[src/rtl/elastic_pipe_fifo_pkg.sv]
// Shared sizing constants and helpers for the elastic pipe FIFO.
// Producer stages import the defaults here so their AF_MARGIN tracks their own latency.
package elastic_pipe_fifo_pkg;

  localparam int DEFAULT_WIDTH     = 32;
  localparam int DEFAULT_DEPTH     = 4;
  localparam int DEFAULT_AF_MARGIN = 2;

  // Pointer width: address bits plus one wrap bit.
  function automatic int fifo_ptr_w(input int depth);
    return $clog2(depth) + 1;
  endfunction

  function automatic int fifo_cnt_w(input int depth);
    return $clog2(depth + 1);
  endfunction

endpackage

[src/rtl/elastic_pipe_fifo_if.sv]
// Handshake, flush and status bundle between a producer/consumer pair and the FIFO.
interface elastic_pipe_fifo_if
  import elastic_pipe_fifo_pkg::*;
#(
  parameter int WIDTH = DEFAULT_WIDTH,
  parameter int DEPTH = DEFAULT_DEPTH
);

  localparam int CNT_W = fifo_cnt_w(DEPTH);

  logic             flush;
  logic             in_vld;
  logic             in_rdy;
  logic [WIDTH-1:0] in_data;
  logic             out_vld;
  logic             out_rdy;
  logic [WIDTH-1:0] out_data;
  logic [CNT_W-1:0] count;
  logic             almost_full;

  modport slave (
    input  flush, in_vld, in_data, out_rdy,
    output in_rdy, out_vld, out_data, count, almost_full
  );

  modport master (
    output flush, in_vld, in_data, out_rdy,
    input  in_rdy, out_vld, out_data, count, almost_full
  );

endinterface

[src/rtl/elastic_fifo_ram.sv]
// DEPTH x WIDTH storage with one write port and an asynchronous read port.
// No control logic lives here so it can be replaced by a vendor macro.
module elastic_fifo_ram #(
  parameter int WIDTH = 32,
  parameter int DEPTH = 4,
  localparam int AW   = $clog2(DEPTH)
) (
  input  logic             clk,
  input  logic             we,
  input  logic [AW-1:0]    waddr,
  input  logic [WIDTH-1:0] wdata,
  input  logic [AW-1:0]    raddr,
  output logic [WIDTH-1:0] rdata
);

  logic [WIDTH-1:0] mem_q [DEPTH];

  always_ff @(posedge clk) begin
    if (we) begin
      mem_q[waddr] <= wdata;
    end
  end

  assign rdata = mem_q[raddr];

endmodule

[src/rtl/elastic_pipe_fifo.sv]
// Elastic buffer behind fixed-latency stages: absorbs consumer stalls and
// reports occupancy/almost_full so the producer can stop issuing in time.
module elastic_pipe_fifo
  import elastic_pipe_fifo_pkg::*;
#(
  parameter int WIDTH     = DEFAULT_WIDTH,
  parameter int DEPTH     = DEFAULT_DEPTH,
  parameter int AF_MARGIN = DEFAULT_AF_MARGIN
) (
  input  logic                clk,
  input  logic                rst,
  elastic_pipe_fifo_if.slave  bus
);

  localparam int AW    = $clog2(DEPTH);
  localparam int PTR_W = fifo_ptr_w(DEPTH);
  localparam int CNT_W = fifo_cnt_w(DEPTH);
  localparam logic [CNT_W-1:0] AF_LEVEL = CNT_W'(DEPTH - AF_MARGIN);

  logic [PTR_W-1:0] wr_ptr_q, wr_ptr_d;
  logic [PTR_W-1:0] rd_ptr_q, rd_ptr_d;
  logic [CNT_W-1:0] count_q, count_d;

  logic empty;
  logic full;
  logic push;
  logic pop;
  logic ram_we;

  // Flags depend only on registered pointers, so in_rdy never sees out_rdy.
  assign empty = (wr_ptr_q == rd_ptr_q);
  assign full  = (wr_ptr_q[AW-1:0] == rd_ptr_q[AW-1:0]) &&
                 (wr_ptr_q[AW] != rd_ptr_q[AW]);

  assign push   = bus.in_vld & ~full;
  assign pop    = ~empty & bus.out_rdy;
  assign ram_we = push & ~bus.flush;

  always_comb begin
    wr_ptr_d = wr_ptr_q;
    rd_ptr_d = rd_ptr_q;
    count_d  = count_q;
    if (bus.flush) begin
      rd_ptr_d = wr_ptr_q;
      count_d  = '0;
    end else begin
      if (push) begin
        wr_ptr_d = wr_ptr_q + PTR_W'(1);
      end
      if (pop) begin
        rd_ptr_d = rd_ptr_q + PTR_W'(1);
      end
      if (push && !pop) begin
        count_d = count_q + CNT_W'(1);
      end else if (pop && !push) begin
        count_d = count_q - CNT_W'(1);
      end
    end
  end

  always_ff @(posedge clk) begin
    if (rst) begin
      wr_ptr_q <= '0;
      rd_ptr_q <= '0;
      count_q  <= '0;
    end else begin
      wr_ptr_q <= wr_ptr_d;
      rd_ptr_q <= rd_ptr_d;
      count_q  <= count_d;
    end
  end

  elastic_fifo_ram #(
    .WIDTH (WIDTH),
    .DEPTH (DEPTH)
  ) u_ram (
    .clk   (clk),
    .we    (ram_we),
    .waddr (wr_ptr_q[AW-1:0]),
    .wdata (bus.in_data),
    .raddr (rd_ptr_q[AW-1:0]),
    .rdata (bus.out_data)
  );

  assign bus.in_rdy      = ~full;
  assign bus.out_vld     = ~empty;
  assign bus.count       = count_q;
  assign bus.almost_full = (count_q >= AF_LEVEL);

endmodule

[src/flat_wrapper.sv]
// flat-port wrapper written by rule: the top's interface ports become plain ports
module elastic_pipe_fifo_flat import elastic_pipe_fifo_pkg::*;
#(
  parameter int WIDTH     = DEFAULT_WIDTH,
  parameter int DEPTH     = DEFAULT_DEPTH,
  parameter int AF_MARGIN = DEFAULT_AF_MARGIN
)
  (clk, rst, bus_flush, bus_in_vld, bus_in_data, bus_out_rdy, bus_in_rdy, bus_out_vld, bus_out_data, bus_count, bus_almost_full);
  elastic_pipe_fifo_if #(.WIDTH(WIDTH), .DEPTH(DEPTH)) bus_i ();
  input  logic clk;
  input  logic rst;
  input wire logic [$bits(bus_i.flush)-1:0] bus_flush;
  input wire logic [$bits(bus_i.in_vld)-1:0] bus_in_vld;
  input wire logic [$bits(bus_i.in_data)-1:0] bus_in_data;
  input wire logic [$bits(bus_i.out_rdy)-1:0] bus_out_rdy;
  output wire logic [$bits(bus_i.in_rdy)-1:0] bus_in_rdy;
  output wire logic [$bits(bus_i.out_vld)-1:0] bus_out_vld;
  output wire logic [$bits(bus_i.out_data)-1:0] bus_out_data;
  output wire logic [$bits(bus_i.count)-1:0] bus_count;
  output wire logic [$bits(bus_i.almost_full)-1:0] bus_almost_full;
  assign bus_i.flush = bus_flush;
  assign bus_i.in_vld = bus_in_vld;
  assign bus_i.in_data = bus_in_data;
  assign bus_i.out_rdy = bus_out_rdy;
  assign bus_in_rdy = bus_i.in_rdy;
  assign bus_out_vld = bus_i.out_vld;
  assign bus_out_data = bus_i.out_data;
  assign bus_count = bus_i.count;
  assign bus_almost_full = bus_i.almost_full;
  elastic_pipe_fifo #(.WIDTH(WIDTH), .DEPTH(DEPTH), .AF_MARGIN(AF_MARGIN)) u_core (.clk(clk), .rst(rst), .bus(bus_i));
endmodule
[config.mk]
export PLATFORM = sky130hd
export DESIGN_NAME = elastic_pipe_fifo_flat
export DESIGN_NICKNAME = d
export VERILOG_FILES = /design/src/rtl/elastic_pipe_fifo_pkg.sv /design/src/rtl/elastic_pipe_fifo_if.sv /design/src/rtl/elastic_fifo_ram.sv /design/src/rtl/elastic_pipe_fifo.sv /design/src/flat_wrapper.sv
export SDC_FILE = /design/constraint.sdc
export NUM_CORES = 1
export LEC_CHECK = 0
export CAP_MARGIN = 0
export CORE_MARGIN = 1
export CORE_UTILIZATION = 58
export CTS_BUF_LIST = sky130_fd_sc_hd__clkbuf_16
export DETAILED_ROUTE_END_ITERATION = 10
export GPL_TIMING_DRIVEN = 0
export MAX_ROUTING_LAYER = met4
export PLACE_DENSITY = 0.94
export SLEW_MARGIN = 25
export SYNTH_ARGS = -nofsm -noshare
export SYNTH_HDL_FRONTEND = slang
export SYNTH_SLANG_ARGS = --single-unit
export TNS_END_PERCENT = 10
[constraint.sdc]
create_clock -name clk -period 6.3 [get_ports clk]
set_input_delay 0.63 -clock clk [delete_from_list [all_inputs] [get_ports clk]]
set_output_delay 0.63 -clock clk [all_outputs]
set_load 0.01 [all_outputs]
# After elaboration in Yosys (flattened, before gate mapping)
# Memories as Yosys holds them, arrays and structs flattened. A register that Yosys moved wholly into a read port is not among the register bits.
# Index checks and enable logic that the tools add are counted.
# word_totals
ff_bits	9
latchBits	0
ramBits	128
romBits	0
input_bits	37
memories	1
# classes
add_sub_neg	4
multipliers	0
div	0
order_cmp	1
eq_ne	3
shift	0
mux	8
bitwise	6
reduce_logical	9
# memory_table
name	depth	word_bits	rd	rd_clocked_by_memory_dff	write_ports	line_no	source
u_core.u_ram.mem_q	4	32	1	1	1	elastic_fifo_ram.sv:16	logic [WIDTH-1:0] mem_q [DEPTH];
# ops
cell	count
3-bit 2-to-1 mux	4
3-bit by 1-bit adder with 3-bit output, second input constant	3
2-bit 2-to-1 mux	2
2-bit nonzero test	2
1-bit bitwise AND	3
3-bit equality test	1
3-bit by 2-bit >= comparator with 1-bit output, second input constant	1
1-bit logical AND	3
1-bit NOT	3
3-bit by 1-bit subtractor with 3-bit output, second input constant	1
2-bit equality test	1
1-bit zero test	2
1-bit 2-to-1 mux	2
2-bit AND reduction	1
2-bit OR reduction	1
1-bit != test	1

# Logic depth before layout (Yosys ltp)
# Gate-level depths: netlist of the first run.
# depth
depth_word	8
mapped_depth	9
ltp_nobuf	9

# Cells and area by module
# A second synthesis of the first run with hierarchy kept.
# unflattened
hier_cells	240
hier_area_um2	5320.1
# by_module_without_submodules
mod	n_inst	cells_each	area_each_um2	seq_area_each_um2
elastic_fifo_ram	1	171	4689.5	3843.7
elastic_pipe_fifo	1	69	630.6	180.2

# Worst setup path before layout of the first run
# OpenSTA, ideal clock, no wires.
# synth_timing
path_kind	register to register
from	register u_core.wr_ptr_q[0]
to	register u_core.wr_ptr_q[2]
arrival_time_ps	2967
t_required_ps	6176
slack_ps	3209
stages_incl_launch_ff	4
n_path_buf	0
path_cell_list	dfxtp_1 -> xnor2_2 -> a31oi_1 -> mux2_2
# synth_via
elab_chain_len	5
word_cells_on_any_way	6
cone_classes	1 x add/sub; 1 x eq/ne; 2 x bitwise; 2 x reduce/logical
# synth_rtl
item	line_no	source
start, declared	elastic_pipe_fifo.sv:20	logic [PTR_W-1:0] wr_ptr_q, wr_ptr_d;
start signal, assigned	elastic_pipe_fifo.sv:67	wr_ptr_q <= wr_ptr_d;
2-bit equality test	elastic_pipe_fifo.sv:32	assign full = (wr_ptr_q[AW-1:0] == rd_ptr_q[AW-1:0]) &&
1-bit logical AND	elastic_pipe_fifo.sv:32	
1-bit NOT	elastic_pipe_fifo.sv:35	assign push = bus.in_vld & ~full;
1-bit bitwise AND	elastic_pipe_fifo.sv:35	
2-bit AND reduction (no line)	-	
# Parallel ways exist; a longest one is shown, timed or not.
# A chain may end at the register's enable or synchronous reset.

==> results_dict.tcl, run 1 <==
set metrics [dict create \
    slew_violations 0 \
    first_pass_iters 7 \
    dp_hpwl_um 5840 \
    areaGrowthSynthToFinish_pct 28.9 \
    gp_congestion 0.814 \
    cts_tree "yes" \
    ys.flop_type "edfxtp_1" \
    required_ns 5.67 \
    start_util_pct 60.7 \
    finalCoreUtilization_pct 78.3 \
    drc 7 \
    hold_class "reg2reg" \
    numCtsBuffers 17 \
    holdCritStartpoint "u_core.bus.count[2]$_SDFFE_PP0P_" \
    power_leakage_nw 2.26 \
    die_x_um 98.0 \
    ctsHoldBuffers 0 \
    setup-tns-final_ns 0 \
    path_class "reg2out" \
    arrival_ns 2.49 \
    startpoint_type "flop" \
    r2r-start "u_core.wr_ptr_q[0]$_SDFFE_PP0P_" \
    violations "DRC" \
    cts.clk_slew.worst_paths_ns 0.06 \
    yosysTopAreaCellShare_pct 71.9 \
    n_antenna_cell 0 \
    dp_cells 429 \
    drive_above_1_share_pct 22.4 \
    place_worst_setup_slack_ns 3.45 \
    synth_cell_types 39 \
    power_mw 2.28 \
    synth.cell_area_mm2 0.00535 \
    num_vias 2681 \
    cts_resized 0 \
    drt-initial-drc-count 145 \
    antenna_found_initial 0 \
    synth_warnings 0 \
    finalCriticalPeriod_ns 3.12 \
    reg2reg_setup_slack_ns 3.78 \
    reg2reg_depth 9 \
    grt_max_degree 33 \
    grt_setup_unrepaired "false" \
    rows 34 \
    fin_nets 384 \
    period_share_pct 49.6 \
    r2r_end "u_core.bus.count[2]$_SDFFE_PP0P_" \
    ant_nets 0 \
    synth_edf_count 128 \
    worst_slew_pin_slew_ns 0.867 \
    fin_area_mm2 0.00689 \
    layout_setup_ws_ns 3.18 \
    root_buffer "clkbuf_16" \
    irDropWorstVdd_mv 0.213 \
    core_area_mm2 0.00881 \
    synth-seq-cells 139 \
    first_global_vias 2887 \
    power_density_mw_per_mm2 330 \
    hold_depth 2 \
    synthTopCellsByArea "edfxtp_1 72%, mux4_2 13%, dfxtp_1 4.1%, ha_1 1.4%, xor2_1 0.66%" \
    port_buffers 74 \
    grtUsageTotal_pct 23.0 \
    syn-instance-count 245 \
    critPathMaxFanout 10 \
    die_h_um 98.0 \
    boundaryPins 75 \
    hold_viol_final 0 \
    cts_max_path_buffers 2 \
    wl_per_cell_um 21.3 \
    final-setup-viol-count 0 \
    endpoint_kind "primary output" \
    final_cells 461 \
    syn-mean-instance-area_um2 21.8 \
    grt_pass1_wl_um 15300 \
    place_area_mm2 0.00628 \
    fmax_mhz 320 \
    max-cap-violations 0 \
    totalWireLength_um 9810 \
    vias_per_cell 5.82 \
    synth-seq-area-share_pct 76.0 \
    postCtsSetupRepairBufs 0 \
    clk_latency_ns 0.42 \
    cts.sink_count 139 \
    holdWs_ns 0.524 \
    grt-ovfl-total 0 \
    fp.dieArea_mm2 0.00961 \
    hold_end "u_core.bus.count[2]$_SDFFE_PP0P_" \
    synth_largest_area_cell "edfxtp_1" \
    status "complete, but fails checks" \
    async_flop_share_pct 0 \
    synth_nets 289 \
    slew_headroom_pct 42.2 \
    fin_skew_ns 0.00832 \
    htree_levels 4 \
]
==> cell usage in the layout, fill, tap and decap left out, types with 3 or more instances in the layout <==
master and n:
clkbuf_1 5, nand2_1 5, mux4_2 32, buf_2 3
bufinv_16 3, clkdlybuf4s50_1 74, ha_1 6, nor2b_1 3
dfxtp_1 11, inv_6 5, clkinvlp_4 4, inv_1 5
xor2_1 4, and2_2 3, clkbuf_16 17, edfxtp_1 128
nor2_1 4
==> final cells by class <==
cell class / instances / area (um^2)
flip-flops and latches: 139 / 4060
repair buffers: 76 / 783
well taps: 108 / 135
plain buffers: 9 / 37.5
inverters: 5 / 18.8
multi-input cells: 92 / 1240
clock inverters: 15 / 188
clock buffers: 17 / 425
fillers: 448 / 1910
==> sequential cells by signal, indices dropped and copies added (netlist names), named ones only <==
name and flops:
u_core.bus.count 3, u_core.u_ram.mem_q 128, u_core.rd_ptr_q 3, u_core.wr_ptr_q 3
==> Yosys cell counts (2+ instances only) <==
cell / number
a21oi_1: 2
a31oi_1: 3
and2_2: 3
buf_2: 3
clkbuf_1: 5
dfxtp_1: 11
edfxtp_1: 128
ha_1: 6
inv_1: 5
mux2i_1: 2
mux4_2: 32
nand2_1: 5
nand2b_1: 2
nand3b_1: 2
nor2_1: 4
nor2b_1: 3
nor3_1: 2
o21ai_0: 2
xnor2_1: 2
xor2_1: 4
==> worst max path at each step <==
stage,from,end,slack [ns],depth (start not counted)
floorplan,u_core.wr_ptr_q[0]$_SDFFE_PP0P_,u_core.wr_ptr_q[2]$_SDFFE_PP0P_,3.21,3
global placement,bus_flush,u_core.wr_ptr_q[2]$_SDFFE_PP0P_,1.47,4
detailed placement,bus_in_vld,u_core.u_ram.mem_q[0][13]$_DFFE_PP_,3.45,4
CTS,flop,bus_out_data[24],3.10,4
global route,flop,bus_out_data[11],3.04,4
finish,flop,bus_out_data[24],3.18,4
==> logic make-up after synthesis <==
| kind of cell | count (synthesis) | share of synthesized area (%) |
|---|---|---|
| XOR/XNOR | 8 | 1.59 |
| AO/OA/AOI/OAI | 15 | 2.43 |
| AND/OR/NAND/NOR | 26 | 2.79 |
| flip-flops | 139 | 76.0 |
| adder cells (fa/ha/maj) | 7 | 1.78 |
| multiplexers | 36 | 14.3 |
| buffers and inverters | 14 | 1.05 |
==> metal layers <==
| layer | global-route usage, % | routed length, um | vias up | share of wire (%) |
|---|---|---|---|---|
| met5 | - | 0 | - | 0 |
| met4 | 7.81 | 111 | 0 | 1.1 |
| met3 | 7.59 | 583 | 13 | 5.9 |
| met2 | 35.7 | 4950 | 107 | 50 |
| met1 | 28.9 | 4160 | 1353 | 42 |
| li1 | - | - | 1208 | - |
==> power breakdown <==
part / switching, mW / internal, mW / total, mW
clock: 0.389 / 0.630 / 1.02
sequential: 0.0113 / 1.03 / 1.04
combinational: 0.0948 / 0.119 / 0.213
==> critical path, cell delays in order (launching register included) <==
cell and delay, ns:
dfxtp_1 0.32, clkbuf_1 0.26, buf_2 0.41, mux4_2 0.58, clkdlybuf4s50_1 0.50
Note: power is estimated with default switching activity, not from simulation.
==> run 2: changes to the inputs <==
--- a/config.mk
+++ b/config.mk
@@ -7,12 +7,12 @@
 export LEC_CHECK = 0
 export CAP_MARGIN = 0
 export CORE_MARGIN = 1
-export CORE_UTILIZATION = 58
+export CORE_UTILIZATION = 54
 export CTS_BUF_LIST = sky130_fd_sc_hd__clkbuf_16
 export DETAILED_ROUTE_END_ITERATION = 10
 export GPL_TIMING_DRIVEN = 0
 export MAX_ROUTING_LAYER = met4
-export PLACE_DENSITY = 0.94
+export PLACE_DENSITY = 0.89
 export SLEW_MARGIN = 25
 export SYNTH_ARGS = -nofsm -noshare
 export SYNTH_HDL_FRONTEND = slang
==> constraint.sdc (replaced) <==
create_clock -name clk -period 3.1 [get_ports clk]
set_input_delay 0.31 -clock clk [delete_from_list [all_inputs] [get_ports clk]]
set_output_delay 0.31 -clock clk [all_outputs]
set_load 0.01 [all_outputs]
==> results_dict.tcl, run 2 (synthesis results as in run 1) <==
set metrics [dict create \
    status "finished, final reports clean" \
    grt_pass1_wl_um 15100 \
    irDropWorstVdd_mv 0.381 \
    hold_viol_final 0 \
    critPathMaxFanout 10 \
    die_h_um 102 \
    multi_input_area_mm2 0.00124 \
    cts_max_path_buffers 2 \
    fin_nets 383 \
    port_buffers 74 \
    dp_hpwl_um 5810 \
    switching_power_mw 0.985 \
    final_cells 481 \
    areaGrowthSynthToFinish_pct 28.9 \
    grtUsageTotal_pct 21.7 \
    reg2reg_setup_slack_ns 0.50 \
    fin_area_mm2 0.00689 \
    arrival_ns 2.50 \
    power_density_mw_per_mm2 665 \
    power_mw 4.59 \
    power_frac_seq_pct 46.2 \
    regMostFlops "u_core.u_ram.mem_q" \
    intPower_mw 3.60 \
    r2r_end "u_core.bus.count[2]$_SDFFE_PP0P_" \
    max-cap-violations 0 \
    num_vias 2696 \
    reg2reg_depth 9 \
    clk_latency_ns 0.41 \
    slew_headroom_pct 40.7 \
    drive_above_1_share_pct 21.6 \
    path_class "reg2out" \
    numCtsBuffers 17 \
    power.share.switching_pct 21.5 \
    hold_class "reg2reg" \
    cts_resized 0 \
    vias_per_cell 5.60 \
    gp_congestion 0.872 \
    slew_violations 0 \
    crit_end "bus_out_data[23]" \
    grt_setup_unrepaired "false" \
    endpoint_kind "primary output" \
    fp.dieArea_mm2 0.0103 \
    p_clk_share_pct 44.4 \
    register_area_mm2 0.00406 \
    drc 0 \
    core_area_mm2 0.00942 \
    n_antenna_cell 0 \
    final-setup-viol-count 0 \
    period_share_pct 90.5 \
    grt_max_degree 33 \
    largest_reg_flops 128 \
    first_pass_iters 6 \
    drt-initial-drc-count 139 \
    die_x_um 102 \
    first_global_vias 2863 \
    totalWireLength_um 9890 \
    mostFrequentLayoutCell "edfxtp_1" \
    ant_nets 0 \
    start_util_pct 56.8 \
    combPwrFrac_pct 9.4 \
    dp_cells 449 \
    grt-ovfl-total 0 \
    finalCriticalPeriod_ns 2.81 \
    startpoint_type "flop" \
    nFillCells 563 \
    boundaryPins 75 \
    rows 35 \
    fin_skew_ns 0.0114 \
    htree_levels 4 \
    postCtsSetupRepairBufs 0 \
    place_area_mm2 0.00629 \
    finalCoreUtilization_pct 73.2 \
    ctsHoldBuffers 0 \
    cts.clk_slew.worst_paths_ns 0.06 \
    power_leakage_nw 2.26 \
    wl_per_cell_um 20.6 \
    setup-tns-final_ns 0 \
    final_cell_mix "128 x edfxtp_1, 74 x clkdlybuf4s50_1, 32 x mux4_2" \
    required_ns 2.79 \
    cts_tree "yes" \
    antenna_found_initial 0 \
    fmax_mhz 356 \
    r2r-start "u_core.wr_ptr_q[0]$_SDFFE_PP0P_" \
    worst_slew_pin_slew_ns 0.890 \
    root_buffer "clkbuf_16" \
    cts.sink_count 139 \
]
## run 2: cell count changes in the layout (fill, tap and decap cells not counted), sizes merged
cell and change:
clkinv +4, clkinvlp -2, inv -2, buf -1
## run 2: worst min-delay path by stage
stage	start	cells past startpoint	slack [ns]	to
2_1_floorplan	bus_in_data[0]	0	0.41	u_core.u_ram.mem_q[0][0]$_DFFE_PP_
3_3_place_gp	u_core.bus.count[2]$_SDFFE_PP0P_	2	0.50	u_core.bus.count[2]$_SDFFE_PP0P_
3_5_place_dp	u_core.bus.count[2]$_SDFFE_PP0P_	2	0.52	u_core.bus.count[2]$_SDFFE_PP0P_
4_1_cts	bus_in_data[11]	1	0.52	u_core.u_ram.mem_q[1][11]$_DFFE_PP_
5_1_grt	bus_in_data[0]	1	0.53	u_core.u_ram.mem_q[0][0]$_DFFE_PP_
6_report	u_core.bus.count[2]$_SDFFE_PP0P_	2	0.52	u_core.bus.count[2]$_SDFFE_PP0P_
## run 2: area by class of cell
cell class / count / area share (%)
plain buffers: 9 / 0.545
clock buffers: 17 / 6.17
clock inverters: 15 / 2.52
inverters: 5 / 0.272
multi-input cells: 92 / 18.0
flip-flops and latches: 139 / 59.0
well taps: 129 / 2.34
repair buffers: 75 / 11.1
## run 2: power groups by stage
stage | Sequential [mW] | Combinational (mW) | Clock (mW)
5_1_grt | 2.12 | 0.462 | 2.13
4_1_cts | 2.12 | 0.437 | 2.05
3_3_place_gp | 2.15 | 0.418 | 0
6_report | 2.12 | 0.430 | 2.04
2_1_floorplan | 2.15 | 0.215 | 0
3_5_place_dp | 2.16 | 0.433 | 0
## run 2: critical path, cell delays in order, from the launching register on
cell and delay (ns):
dfxtp_1 0.30, clkbuf_1 0.29, buf_2 0.41, mux4_2 0.59, clkdlybuf4s50_1 0.50
## run 2: layer usage
layer	wire [um]	vias up	share of wire [%]	track usage (%)
li1	-	1208	-	-
met1	4350	1394	44	25.8
met2	5050	82	51	35.7
met3	392	12	4.0	6.63
met4	97	0	0.98	6.80
met5	0	-	0	-
## run 2: stage by stage
stage / setup slack (ns) / hold WS [ns]
after CTS: 0.206 / 0.518
after floorplan: 0.00888 / 0.409
after detailed placement: 0.538 / 0.521
after global routing: 0.156 / 0.534
after global placement: -1.34 / 0.499
final: 0.295 / 0.523
